===== src/rtl/riscv_defs.sv =====
// rtl/riscv_defs.sv - shared RV32I decode constants, ALU/compare codes and decode payload type
package riscv_defs;

  localparam int RV_XLEN = 32;
  localparam int ALUOP_W = 4;

  typedef logic [ALUOP_W-1:0] aluop_t;

  localparam aluop_t ALUOP_ADD  = 4'd0;
  localparam aluop_t ALUOP_SUB  = 4'd1;
  localparam aluop_t ALUOP_SLL  = 4'd2;
  localparam aluop_t ALUOP_SLT  = 4'd3;
  localparam aluop_t ALUOP_SLTU = 4'd4;
  localparam aluop_t ALUOP_XOR  = 4'd5;
  localparam aluop_t ALUOP_SRL  = 4'd6;
  localparam aluop_t ALUOP_SRA  = 4'd7;
  localparam aluop_t ALUOP_OR   = 4'd8;
  localparam aluop_t ALUOP_AND  = 4'd9;
  localparam aluop_t ALUOP_MOV  = 4'd10;

  // Compare codes equal the branch funct3 so the decoder can pass funct3 through.
  localparam logic [2:0] ALUCOND_EQ  = 3'b000;
  localparam logic [2:0] ALUCOND_NE  = 3'b001;
  localparam logic [2:0] ALUCOND_LT  = 3'b100;
  localparam logic [2:0] ALUCOND_GE  = 3'b101;
  localparam logic [2:0] ALUCOND_LTU = 3'b110;
  localparam logic [2:0] ALUCOND_GEU = 3'b111;

  localparam logic [6:0] OPC_LUI      = 7'h37;
  localparam logic [6:0] OPC_AUIPC    = 7'h17;
  localparam logic [6:0] OPC_JAL      = 7'h6F;
  localparam logic [6:0] OPC_JALR     = 7'h67;
  localparam logic [6:0] OPC_BRANCH   = 7'h63;
  localparam logic [6:0] OPC_LOAD     = 7'h03;
  localparam logic [6:0] OPC_STORE    = 7'h23;
  localparam logic [6:0] OPC_OP_IMM   = 7'h13;
  localparam logic [6:0] OPC_OP       = 7'h33;
  localparam logic [6:0] OPC_MISC_MEM = 7'h0F;
  localparam logic [6:0] OPC_SYSTEM   = 7'h73;

  localparam logic [1:0] OPL_SEL_RS1  = 2'd0;
  localparam logic [1:0] OPL_SEL_PC   = 2'd1;
  localparam logic [1:0] OPL_SEL_ZERO = 2'd2;
  localparam logic       OPR_SEL_RS2  = 1'b0;
  localparam logic       OPR_SEL_IMM  = 1'b1;

  typedef struct packed {
    aluop_t               alu_op;
    logic [2:0]           cmp_op;
    logic [4:0]           rs1;
    logic [4:0]           rs2;
    logic [4:0]           rd;
    logic                 rd_we;
    logic [RV_XLEN-1:0]   imm;
    logic [1:0]           opl_sel;
    logic                 opr_sel;
    logic                 branch;
    logic                 jump;
    logic                 mem_rd;
    logic                 mem_wr;
    logic [2:0]           mem_size;
  } dec_t;

  function automatic logic [RV_XLEN-1:0] imm_i(input logic [31:0] ins);
    return {{(RV_XLEN-12){ins[31]}}, ins[31:20]};
  endfunction

  function automatic logic [RV_XLEN-1:0] imm_s(input logic [31:0] ins);
    return {{(RV_XLEN-12){ins[31]}}, ins[31:25], ins[11:7]};
  endfunction

  function automatic logic [RV_XLEN-1:0] imm_b(input logic [31:0] ins);
    return {{(RV_XLEN-13){ins[31]}}, ins[31], ins[7], ins[30:25], ins[11:8], 1'b0};
  endfunction

  function automatic logic [RV_XLEN-1:0] imm_u(input logic [31:0] ins);
    return {{(RV_XLEN-32){ins[31]}}, ins[31:12], 12'h000};
  endfunction

  function automatic logic [RV_XLEN-1:0] imm_j(input logic [31:0] ins);
    return {{(RV_XLEN-21){ins[31]}}, ins[31], ins[19:12], ins[20], ins[30:21], 1'b0};
  endfunction

endpackage


===== src/rtl/id_stage_decoder.sv =====
// rtl/id_stage_decoder.sv - combinational RV32I decode of one instruction word
module id_decoder
  import riscv_defs::*;
(
  input  logic [31:0] ins_i,
  output dec_t        dec_o,
  output logic        illegal_o
);

  logic [6:0] opcode;
  logic [2:0] funct3;
  logic [6:0] funct7;

  assign opcode = ins_i[6:0];
  assign funct3 = ins_i[14:12];
  assign funct7 = ins_i[31:25];

  always_comb begin
    dec_o          = '0;
    illegal_o      = 1'b0;
    dec_o.alu_op   = ALUOP_ADD;
    dec_o.opl_sel  = OPL_SEL_RS1;
    dec_o.opr_sel  = OPR_SEL_RS2;
    dec_o.rs1      = ins_i[19:15];
    dec_o.rs2      = ins_i[24:20];
    dec_o.rd       = ins_i[11:7];

    if (ins_i[1:0] != 2'b11) begin
      illegal_o = 1'b1;
    end else begin
      case (opcode)
        OPC_LUI: begin
          dec_o.alu_op  = ALUOP_MOV;
          dec_o.opl_sel = OPL_SEL_ZERO;
          dec_o.opr_sel = OPR_SEL_IMM;
          dec_o.imm     = imm_u(ins_i);
          dec_o.rd_we   = 1'b1;
        end
        OPC_AUIPC: begin
          dec_o.opl_sel = OPL_SEL_PC;
          dec_o.opr_sel = OPR_SEL_IMM;
          dec_o.imm     = imm_u(ins_i);
          dec_o.rd_we   = 1'b1;
        end
        OPC_JAL: begin
          dec_o.opl_sel = OPL_SEL_PC;
          dec_o.opr_sel = OPR_SEL_IMM;
          dec_o.imm     = imm_j(ins_i);
          dec_o.jump    = 1'b1;
          dec_o.rd_we   = 1'b1;
        end
        OPC_JALR: begin
          dec_o.opr_sel = OPR_SEL_IMM;
          dec_o.imm     = imm_i(ins_i);
          dec_o.jump    = 1'b1;
          dec_o.rd_we   = 1'b1;
          illegal_o     = (funct3 != 3'b000);
        end
        OPC_BRANCH: begin
          dec_o.cmp_op  = funct3;
          dec_o.opl_sel = OPL_SEL_PC;
          dec_o.opr_sel = OPR_SEL_IMM;
          dec_o.imm     = imm_b(ins_i);
          dec_o.branch  = 1'b1;
          illegal_o     = (funct3 == 3'b010) || (funct3 == 3'b011);
        end
        OPC_LOAD: begin
          dec_o.opr_sel  = OPR_SEL_IMM;
          dec_o.imm      = imm_i(ins_i);
          dec_o.mem_rd   = 1'b1;
          dec_o.mem_size = funct3;
          dec_o.rd_we    = 1'b1;
          illegal_o      = (funct3 == 3'b011) || (funct3 == 3'b110) || (funct3 == 3'b111);
        end
        OPC_STORE: begin
          dec_o.opr_sel  = OPR_SEL_IMM;
          dec_o.imm      = imm_s(ins_i);
          dec_o.mem_wr   = 1'b1;
          dec_o.mem_size = funct3;
          illegal_o      = (funct3 > 3'b010);
        end
        OPC_OP_IMM: begin
          dec_o.opr_sel = OPR_SEL_IMM;
          dec_o.imm     = imm_i(ins_i);
          dec_o.rd_we   = 1'b1;
          case (funct3)
            3'b000: dec_o.alu_op = ALUOP_ADD;
            3'b010: dec_o.alu_op = ALUOP_SLT;
            3'b011: dec_o.alu_op = ALUOP_SLTU;
            3'b100: dec_o.alu_op = ALUOP_XOR;
            3'b110: dec_o.alu_op = ALUOP_OR;
            3'b111: dec_o.alu_op = ALUOP_AND;
            3'b001: begin
              dec_o.alu_op = ALUOP_SLL;
              illegal_o    = (funct7 != 7'h00);
            end
            default: begin
              // ins[30] picks arithmetic vs logical; any other funct7 bit set is reserved.
              dec_o.alu_op = ins_i[30] ? ALUOP_SRA : ALUOP_SRL;
              illegal_o    = (funct7 != 7'h00) && (funct7 != 7'h20);
            end
          endcase
        end
        OPC_OP: begin
          dec_o.rd_we = 1'b1;
          if (funct7 == 7'h00) begin
            case (funct3)
              3'b000:  dec_o.alu_op = ALUOP_ADD;
              3'b001:  dec_o.alu_op = ALUOP_SLL;
              3'b010:  dec_o.alu_op = ALUOP_SLT;
              3'b011:  dec_o.alu_op = ALUOP_SLTU;
              3'b100:  dec_o.alu_op = ALUOP_XOR;
              3'b101:  dec_o.alu_op = ALUOP_SRL;
              3'b110:  dec_o.alu_op = ALUOP_OR;
              default: dec_o.alu_op = ALUOP_AND;
            endcase
          end else if (funct7 == 7'h20 && funct3 == 3'b000) begin
            dec_o.alu_op = ALUOP_SUB;
          end else if (funct7 == 7'h20 && funct3 == 3'b101) begin
            dec_o.alu_op = ALUOP_SRA;
          end else begin
            illegal_o = 1'b1;
          end
        end
        OPC_MISC_MEM: begin
          dec_o.alu_op = ALUOP_ADD;
        end
        default: begin
          illegal_o = 1'b1;
        end
      endcase
    end

    // Illegal words must not cause side effects downstream.
    if (illegal_o) begin
      dec_o.rd_we  = 1'b0;
      dec_o.mem_rd = 1'b0;
      dec_o.mem_wr = 1'b0;
      dec_o.branch = 1'b0;
      dec_o.jump   = 1'b0;
    end
    if (dec_o.rd == 5'd0) begin
      dec_o.rd_we = 1'b0;
    end
  end

endmodule


===== src/rtl/id_stage.sv =====
// rtl/id_stage.sv - RV32I decode stage: handshake, flush and registered decode payload
module id_stage
  import riscv_defs::*;
#(
  parameter bit RESET_PC_NOP = 1'b1
) (
  input  logic               clk_i,
  input  logic               resetb_i,
  input  logic               clk_en_i,
  input  logic               ins_valid_i,
  output logic               ins_ready_o,
  input  logic [31:0]        ins_i,
  input  logic [RV_XLEN-1:0] pc_i,
  input  logic               flush_i,
  output logic               ex_valid_o,
  input  logic               ex_ready_i,
  output logic [RV_XLEN-1:0] ex_pc_o,
  output logic [ALUOP_W-1:0] ex_alu_op_o,
  output logic [2:0]         ex_cmp_op_o,
  output logic [4:0]         ex_rs1_o,
  output logic [4:0]         ex_rs2_o,
  output logic [4:0]         ex_rd_o,
  output logic               ex_rd_we_o,
  output logic [RV_XLEN-1:0] ex_imm_o,
  output logic [1:0]         ex_opl_sel_o,
  output logic               ex_opr_sel_o,
  output logic               ex_branch_o,
  output logic               ex_jump_o,
  output logic               ex_mem_rd_o,
  output logic               ex_mem_wr_o,
  output logic [2:0]         ex_mem_size_o,
  output logic               ex_illegal_o
);

  dec_t               dec;
  logic               dec_illegal;
  dec_t               dec_q, dec_d;
  logic [RV_XLEN-1:0] pc_q, pc_d;
  logic               valid_q, valid_d;
  logic               illegal_q, illegal_d;
  logic               capture;

  id_decoder u_decoder (
    .ins_i     (ins_i),
    .dec_o     (dec),
    .illegal_o (dec_illegal)
  );

  assign ins_ready_o = ~valid_q | ex_ready_i;
  assign capture     = clk_en_i & ins_valid_i & ins_ready_o & ~flush_i;

  always_comb begin
    valid_d   = valid_q;
    illegal_d = illegal_q;
    dec_d     = dec_q;
    pc_d      = pc_q;
    if (clk_en_i) begin
      if (flush_i) begin
        valid_d = 1'b0;
      end else if (capture) begin
        valid_d   = 1'b1;
        illegal_d = dec_illegal;
        dec_d     = dec;
        pc_d      = pc_i;
      end else if (ex_ready_i) begin
        valid_d = 1'b0;
      end
    end
  end

  always_ff @(posedge clk_i) begin
    if (!resetb_i) begin
      valid_q   <= 1'b0;
      illegal_q <= 1'b0;
      if (RESET_PC_NOP) begin
        dec_q <= '0;
        pc_q  <= '0;
      end
    end else begin
      valid_q   <= valid_d;
      illegal_q <= illegal_d;
      dec_q     <= dec_d;
      pc_q      <= pc_d;
    end
  end

  assign ex_valid_o    = valid_q;
  assign ex_illegal_o  = illegal_q;
  assign ex_pc_o       = pc_q;
  assign ex_alu_op_o   = dec_q.alu_op;
  assign ex_cmp_op_o   = dec_q.cmp_op;
  assign ex_rs1_o      = dec_q.rs1;
  assign ex_rs2_o      = dec_q.rs2;
  assign ex_rd_o       = dec_q.rd;
  assign ex_rd_we_o    = dec_q.rd_we;
  assign ex_imm_o      = dec_q.imm;
  assign ex_opl_sel_o  = dec_q.opl_sel;
  assign ex_opr_sel_o  = dec_q.opr_sel;
  assign ex_branch_o   = dec_q.branch;
  assign ex_jump_o     = dec_q.jump;
  assign ex_mem_rd_o   = dec_q.mem_rd;
  assign ex_mem_wr_o   = dec_q.mem_wr;
  assign ex_mem_size_o = dec_q.mem_size;

endmodule


===== config.mk =====
export PLATFORM = sky130hd
export DESIGN_NAME = id_stage
export DESIGN_NICKNAME = d
export VERILOG_FILES = /design/src/rtl/riscv_defs.sv /design/src/rtl/id_stage_decoder.sv /design/src/rtl/id_stage.sv
export SDC_FILE = /design/constraint.sdc
export NUM_CORES = 1
export LEC_CHECK = 0
export CAP_MARGIN = 10
export CORE_ASPECT_RATIO = 1.4
export CORE_MARGIN = 4
export CORE_UTILIZATION = 39
export DETAILED_ROUTE_END_ITERATION = 10
export DONT_BUFFER_PORTS = 1
export GPL_TIMING_DRIVEN = 1
export PLACE_DENSITY_LB_ADDON = 0.05
export SYNTH_ARGS = -nofsm -noshare
export SYNTH_HDL_FRONTEND = slang
export SYNTH_SLANG_ARGS = --single-unit
export TNS_END_PERCENT = 10

===== constraint.sdc =====
create_clock -name clk_i -period 4.5 [get_ports clk_i]
set_input_delay 0.9 -clock clk_i [delete_from_list [all_inputs] [get_ports clk_i]]
set_output_delay 0.9 -clock clk_i [all_outputs]
set_load 0.05 [all_outputs]

==> flow_summary.yaml, run 1 <==
timing:
  max_freq_mhz: 344
  slew_headroom_pct: 40.0
  hold_viol_final: 0
  fin_crit_sh_pct: 64.6
  tightest_slew_ns: 0.900
  finClkSkew_ns: 0.00577
  finalWorstSetupSlack_ns: 1.59
  fin_tns_setup_ns: 0
  setup_viol: 0
  slew_violations: 0
  rsz0062_at_grt: "false"
  finalCriticalPeriod_ns: 2.91
clock_tree:
  clk_latency_ns: 0.34
  cts_resized: 0
  clockRootBuffer: "clkbuf_16"
  tritoncts: "done"
  cts_buffer_depth: 2
  hold_buffers: 0
  htreeDepth: 3
  cts_setup_buffers: 0
  cts.reportedPaths.clkPinSlew_ns: 0.07
  cts.sinks: 99
  cts_buffers: 9
synth:
  ys.flop_type: "dfxtp_1"
  synth_cells: 501
  synth_edf_count: 0
  yosysWarnings: 0
  async_flop_share_pct: 0
  synth_fp_nets: 571
  ys_seq_elements: 99
  synth.distinct_cells: 52
  synth-seq-area-share_pct: 46.6
  avgSynthCellArea_um2: 8.49
  synth_area_um2: 4250
floorplanning:
  initial_core_util_pct: 40.4
  std_cell_rows: 44
  die_h_um: 132
  fp.dieW_um: 96.3
  core_area_um2: 10500
  io_pins: 170
  die_area_um2: 12700
placed_design:
  dp_slack_ns: 1.33
  io_buffers: 0
  hpwl_mm: 8.88
  gp_congestion: 0.865
flow_run:
  max-cap-violations: 0
power_and_ir_drop:
  intPower_uw: 1360
  vdd_drop_max_uv: 179
  p_seq_share_pct: 52.5
  powerDensity_nw_per_um2: 399
  leakage_uw: 0.00152
  clockPowerShare_pct: 42.9
  p_sw_uw: 460
  p_sw_share_pct: 25.2
  combPwrFrac_pct: 4.6
drt:
  wl_mm: 12.3
  drt_iter0_drc: 127
  num_vias: 3501
  drt_first_pass_iters: 4
  via_per_inst: 5.67
  drc_errors: 0
  routedWlPerCell_um: 19.9
  postRouteAntennaNets: 0
layout:
  diodes: 0
  final_cell_mix: "nand2_1, dfxtp_1, a21boi_0, o21ai_0, a22oi_1"
  drive_above_1_share_pct: 5.21
  nNetsFinal: 545
  final_common_cell: "nand2_1"
  area_growth_pct: 7.53
setup_path:
  cp_data_required_time_ns: 4.78
  path_class: "reg -> reg"
  startpoint_type: "register"
  critPathCaptureType: "register"
  cp_max_fo: 26
  cp.arrival_ns: 3.19
grt:
  antenna_found_initial: 0
  grt_max_degree: 79
  grt_usage_pct: 18.8
  grt_overflow: 0
  grt_pass1_wl_mm: 18.5
  grt_pass1_vias: 3302
hold_path:
  min_path_type: "in -> reg"
status:
  status: "complete, no violations"
==> sequential cells by signal, summed over array words and instances, names as in the netlist <==
name           flops
ex_imm_o          32
ex_pc_o           32
ex_rd_o            5
ex_rs1_o           5
ex_rs2_o           5
ex_alu_op_o        4
ex_cmp_op_o        3
ex_mem_size_o      3
ex_opl_sel_o       2
ex_branch_o        1
ex_illegal_o       1
ex_jump_o          1
ex_mem_rd_o        1
ex_mem_wr_o        1
ex_opr_sel_o       1
ex_rd_we_o         1
ex_valid_o         1
==> cell type report <==
type | count | area [um2]
clock inverters | 6 | 77.6
well taps | 138 | 173
fillers | 1069 | 5940
flip-flops and latches | 99 | 1980
clock buffers | 10 | 229
repair buffers | 3 | 22.5
inverters | 5 | 18.8
multi-input cells | 357 | 2070
==> synthesized netlist by cell type (3+ instances only) <==
master | number | area, um2
nand2_1 | 130 | 488
dfxtp_1 | 99 | 1980
a21boi_0 | 57 | 428
clkbuf_1 | 31 | 116
o21ai_0 | 25 | 125
a22oi_1 | 23 | 173
nor2b_1 | 15 | 93.8
nand3_1 | 12 | 60.1
a21oi_1 | 9 | 45.0
and2_1 | 9 | 56.3
nor2_1 | 9 | 33.8
a221o_1 | 8 | 80.1
nand2b_1 | 7 | 43.8
inv_1 | 5 | 18.8
buf_2 | 4 | 20.0
buf_6 | 4 | 45.0
and3_1 | 3 | 18.8
nand4_1 | 3 | 18.8
o31a_1 | 3 | 26.3
o31ai_1 | 3 | 22.5
==> stage by stage <==
stage	std cells	instance area, um2	hold slack (ns)	total power, uW	util [%]
3_5_place_dp	602	4270	0.691	1060	40.6
4_1_cts	618	4570	0.649	1850	43.5
3_3_place_gp	602	4270	0.682	1060	40.6
6_report	618	4570	0.656	1820	43.5
2_1_floorplan	501	4250	0.662	1060	-
5_1_grt	618	4570	0.638	1900	43.5
==> worst paths after layout <==
kind,from,to,slack (ns),cells after the start
worst max register to register,ex_valid_o,ex_imm_o[14],1.59,4
worst max-delay path,ex_valid_o,ex_imm_o[14],1.59,4
worst min-delay path,ins_i[4],ex_mem_rd_o,0.66,1
worst min register to register,ex_imm_o[11],ex_imm_o[11],0.69,2
==> layer usage <==
layer / vias up / share of wire, % / global-route usage (%)
li1: 1708 / - / -
met1: 1629 / 39 / 22.1
met2: 154 / 48 / 30.3
met3: 10 / 12 / 8.92
met4: 0 / 1.1 / 5.06
met5: - / 0 / 0
==> power by group through the flow <==
stage / Sequential, uW / Clock (uW) / Combinational [uW]
after global routing: 958 / 847 / 94.0
final: 957 / 782 / 84.5
after CTS: 957 / 807 / 85.2
after floorplan: 974 / 0 / 86.8
after detailed placement: 978 / 0 / 85.1
after global placement: 978 / 0 / 83.8
==> worst max-delay path: stages (launching register included) <==
cell and delay, ns:
dfxtp_1 0.66, nand2b_1 0.52, nand2_2 0.58, and2_1 0.80, a221o_1 0.28
==> cell families (layout without fill, tap and decap cells) <==
kind of cell | count (synthesis) | in the layout | synth area share [%]
DFF | 99 | 99 | 46.6
and+or+nand+nor | 204 | 204 | 22.2
AOI/OAI and AO/OA | 152 | 152 | 26.1
buffers and inverters | 45 | 24 | 4.80
muxes | 1 | 1 | 0.235
Note: power is estimated with default switching activity, not from simulation.
==> run 2, diff against run 1 <==
==> constraint.sdc (replaced) <==
create_clock -name clk_i -period 2.99 [get_ports clk_i]
set_input_delay 0.598 -clock clk_i [delete_from_list [all_inputs] [get_ports clk_i]]
set_output_delay 0.598 -clock clk_i [all_outputs]
set_load 0.05 [all_outputs]
==> flow_summary.yaml, run 2 (synthesized netlist as in run 1, its figures left out) <==
grt:
  antenna_found_initial: 0
  grt_overflow: 0
  grt_pass1_vias: 3294
  grt_usage_pct: 18.8
  grt_max_degree: 79
  grt_pass1_wl_mm: 18.6
clock_tree:
  clockRootBuffer: "clkbuf_16"
  cts.reportedPaths.clkPinSlew_ns: 0.07
  cts_buffer_depth: 2
  tritoncts: "done"
  hold_buffers: 0
  cts_setup_buffers: 0
  clk_latency_ns: 0.34
  htreeDepth: 3
  cts_buffers: 9
  cts.sinks: 99
  cts_resized: 0
layout:
  stdcell_count: 621
  fin_area_um2: 4590
  final_common_cell: "nand2_1"
  diodes: 0
  area_growth_pct: 7.86
  final_cell_mix: "nand2_1, dfxtp_1, a21boi_0, o21ai_0, a22oi_1"
  fill_cells: 1071
  drive_above_1_share_pct: 6.00
  nNetsFinal: 548
setup_path:
  critPathSlowestCell: "and2_1"
  cp.arrival_ns: 2.34
  critPathLaunch: "ex_valid_o"
  startpoint_type: "register"
  cp_num_buf_inv: 1
  cp_max_fo: 24
  worstPathCellList: "buf_4 -> nand2b_1 -> nand2_2 -> and2_1 -> a221o_1"
  cp_top_family: "simple AND/OR/NAND/NOR gates"
  cp_data_required_time_ns: 3.27
  critPathCaptureType: "register"
  max_stage_delay_ns: 0.77
  r2r-start: "ex_valid_o"
  path_class: "reg -> reg"
hold_path:
  min_from: "ins_i[4]"
  min_path_type: "in -> reg"
drt:
  drc_errors: 0
  drt_iter0_drc: 103
  routedWlPerCell_um: 19.6
  via_per_inst: 5.63
  num_vias: 3498
  wl_mm: 12.2
  drt_first_pass_iters: 4
  postRouteAntennaNets: 0
placed_design:
  postPlaceCellArea_um2: 4290
  io_buffers: 0
  dp_slack_ns: 0.696
  hpwl_mm: 8.94
  gp_congestion: 0.868
  dp_cells: 605
timing:
  max_freq_mhz: 486
  slew_headroom_pct: 40.9
  hold_viol_final: 0
  setup_viol: 0
  rsz0062_at_grt: "false"
  finClkSkew_ns: 0.00507
  tightest_slew_ns: 0.886
  slew_violations: 0
  finalCriticalPeriod_ns: 2.06
  finalWorstSetupSlack_ns: 0.932
  fin_tns_setup_ns: 0
  fin_crit_sh_pct: 68.8
power_and_ir_drop:
  leakage_uw: 0.00153
  vdd_drop_max_uv: 266
  p_total_uw: 2700
  powerDensity_nw_per_um2: 589
floorplanning:
  die_h_um: 132
  initial_core_util_pct: 40.4
  io_pins: 170
  core_area_um2: 10500
  die_area_um2: 12700
  std_cell_rows: 44
  fp.dieW_um: 96.3
flow_run:
  max-cap-violations: 0
status:
  status: "complete, no violations"
run 2: cell count changes in the layout (fill, tap and decap cells not counted), sizes merged:
| cell | change |
|---|---|
| buf | +3 |
| clkinv | -2 |
| inv | +2 |
| bufinv | -1 |
| clkinvlp | +1 |
run 2: final timing paths:
kind                                      to  slack [ns]  depth (start not counted)
worst max register to register  ex_imm_o[14]        0.93                          5
worst max-delay path            ex_imm_o[14]        0.93                          5
worst min register to register  ex_imm_o[11]        0.70                          2
worst min-delay path             ex_mem_rd_o        0.35                          1
run 2: report_power, final:
| part | leakage [uW] | total [uW] | switching (uW) | internal [uW] |
|---|---|---|---|---|
| clock | 0.000142 | 1130 | 531 | 603 |
| sequential | 0.000801 | 1440 | 96.0 | 1340 |
| combinational | 0.000582 | 131 | 78.6 | 52.2 |
run 2: metal layers:
| metal | global-route usage (%) | share of wire [%] |
|---|---|---|
| met5 | 0 | 0 |
| met3 | 8.35 | 11 |
| met1 | 22.0 | 39 |
| met2 | 29.5 | 47 |
| met4 | 7.75 | 2.9 |
run 2: worst register-to-register path, cell delays in order (launching register included):
cell and delay (ns):
dfxtp_1 0.31, buf_4 0.20, nand2b_1 0.14, nand2_2 0.30, and2_1 0.78, a221o_1 0.28
run 2: area by class of cell:
cell class	instances	area, um2	share of cell area, %
clock inverters	6	58.8	1.28
repair buffers	6	45.0	0.982
inverters	5	18.8	0.409
flip-flops and latches	99	1980	43.2
well taps	138	173	3.76
clock buffers	10	239	5.21
multi-input cells	357	2070	45.1
run 2: through the flow:
stage | hold slack, ns | utilization [%]
3_5_place_dp | 0.689 | 40.8
2_1_floorplan | 0.662 | -
3_3_place_gp | 0.684 | 40.8
6_report | 0.350 | 43.6
4_1_cts | 0.337 | 43.6
5_1_grt | 0.333 | 43.6
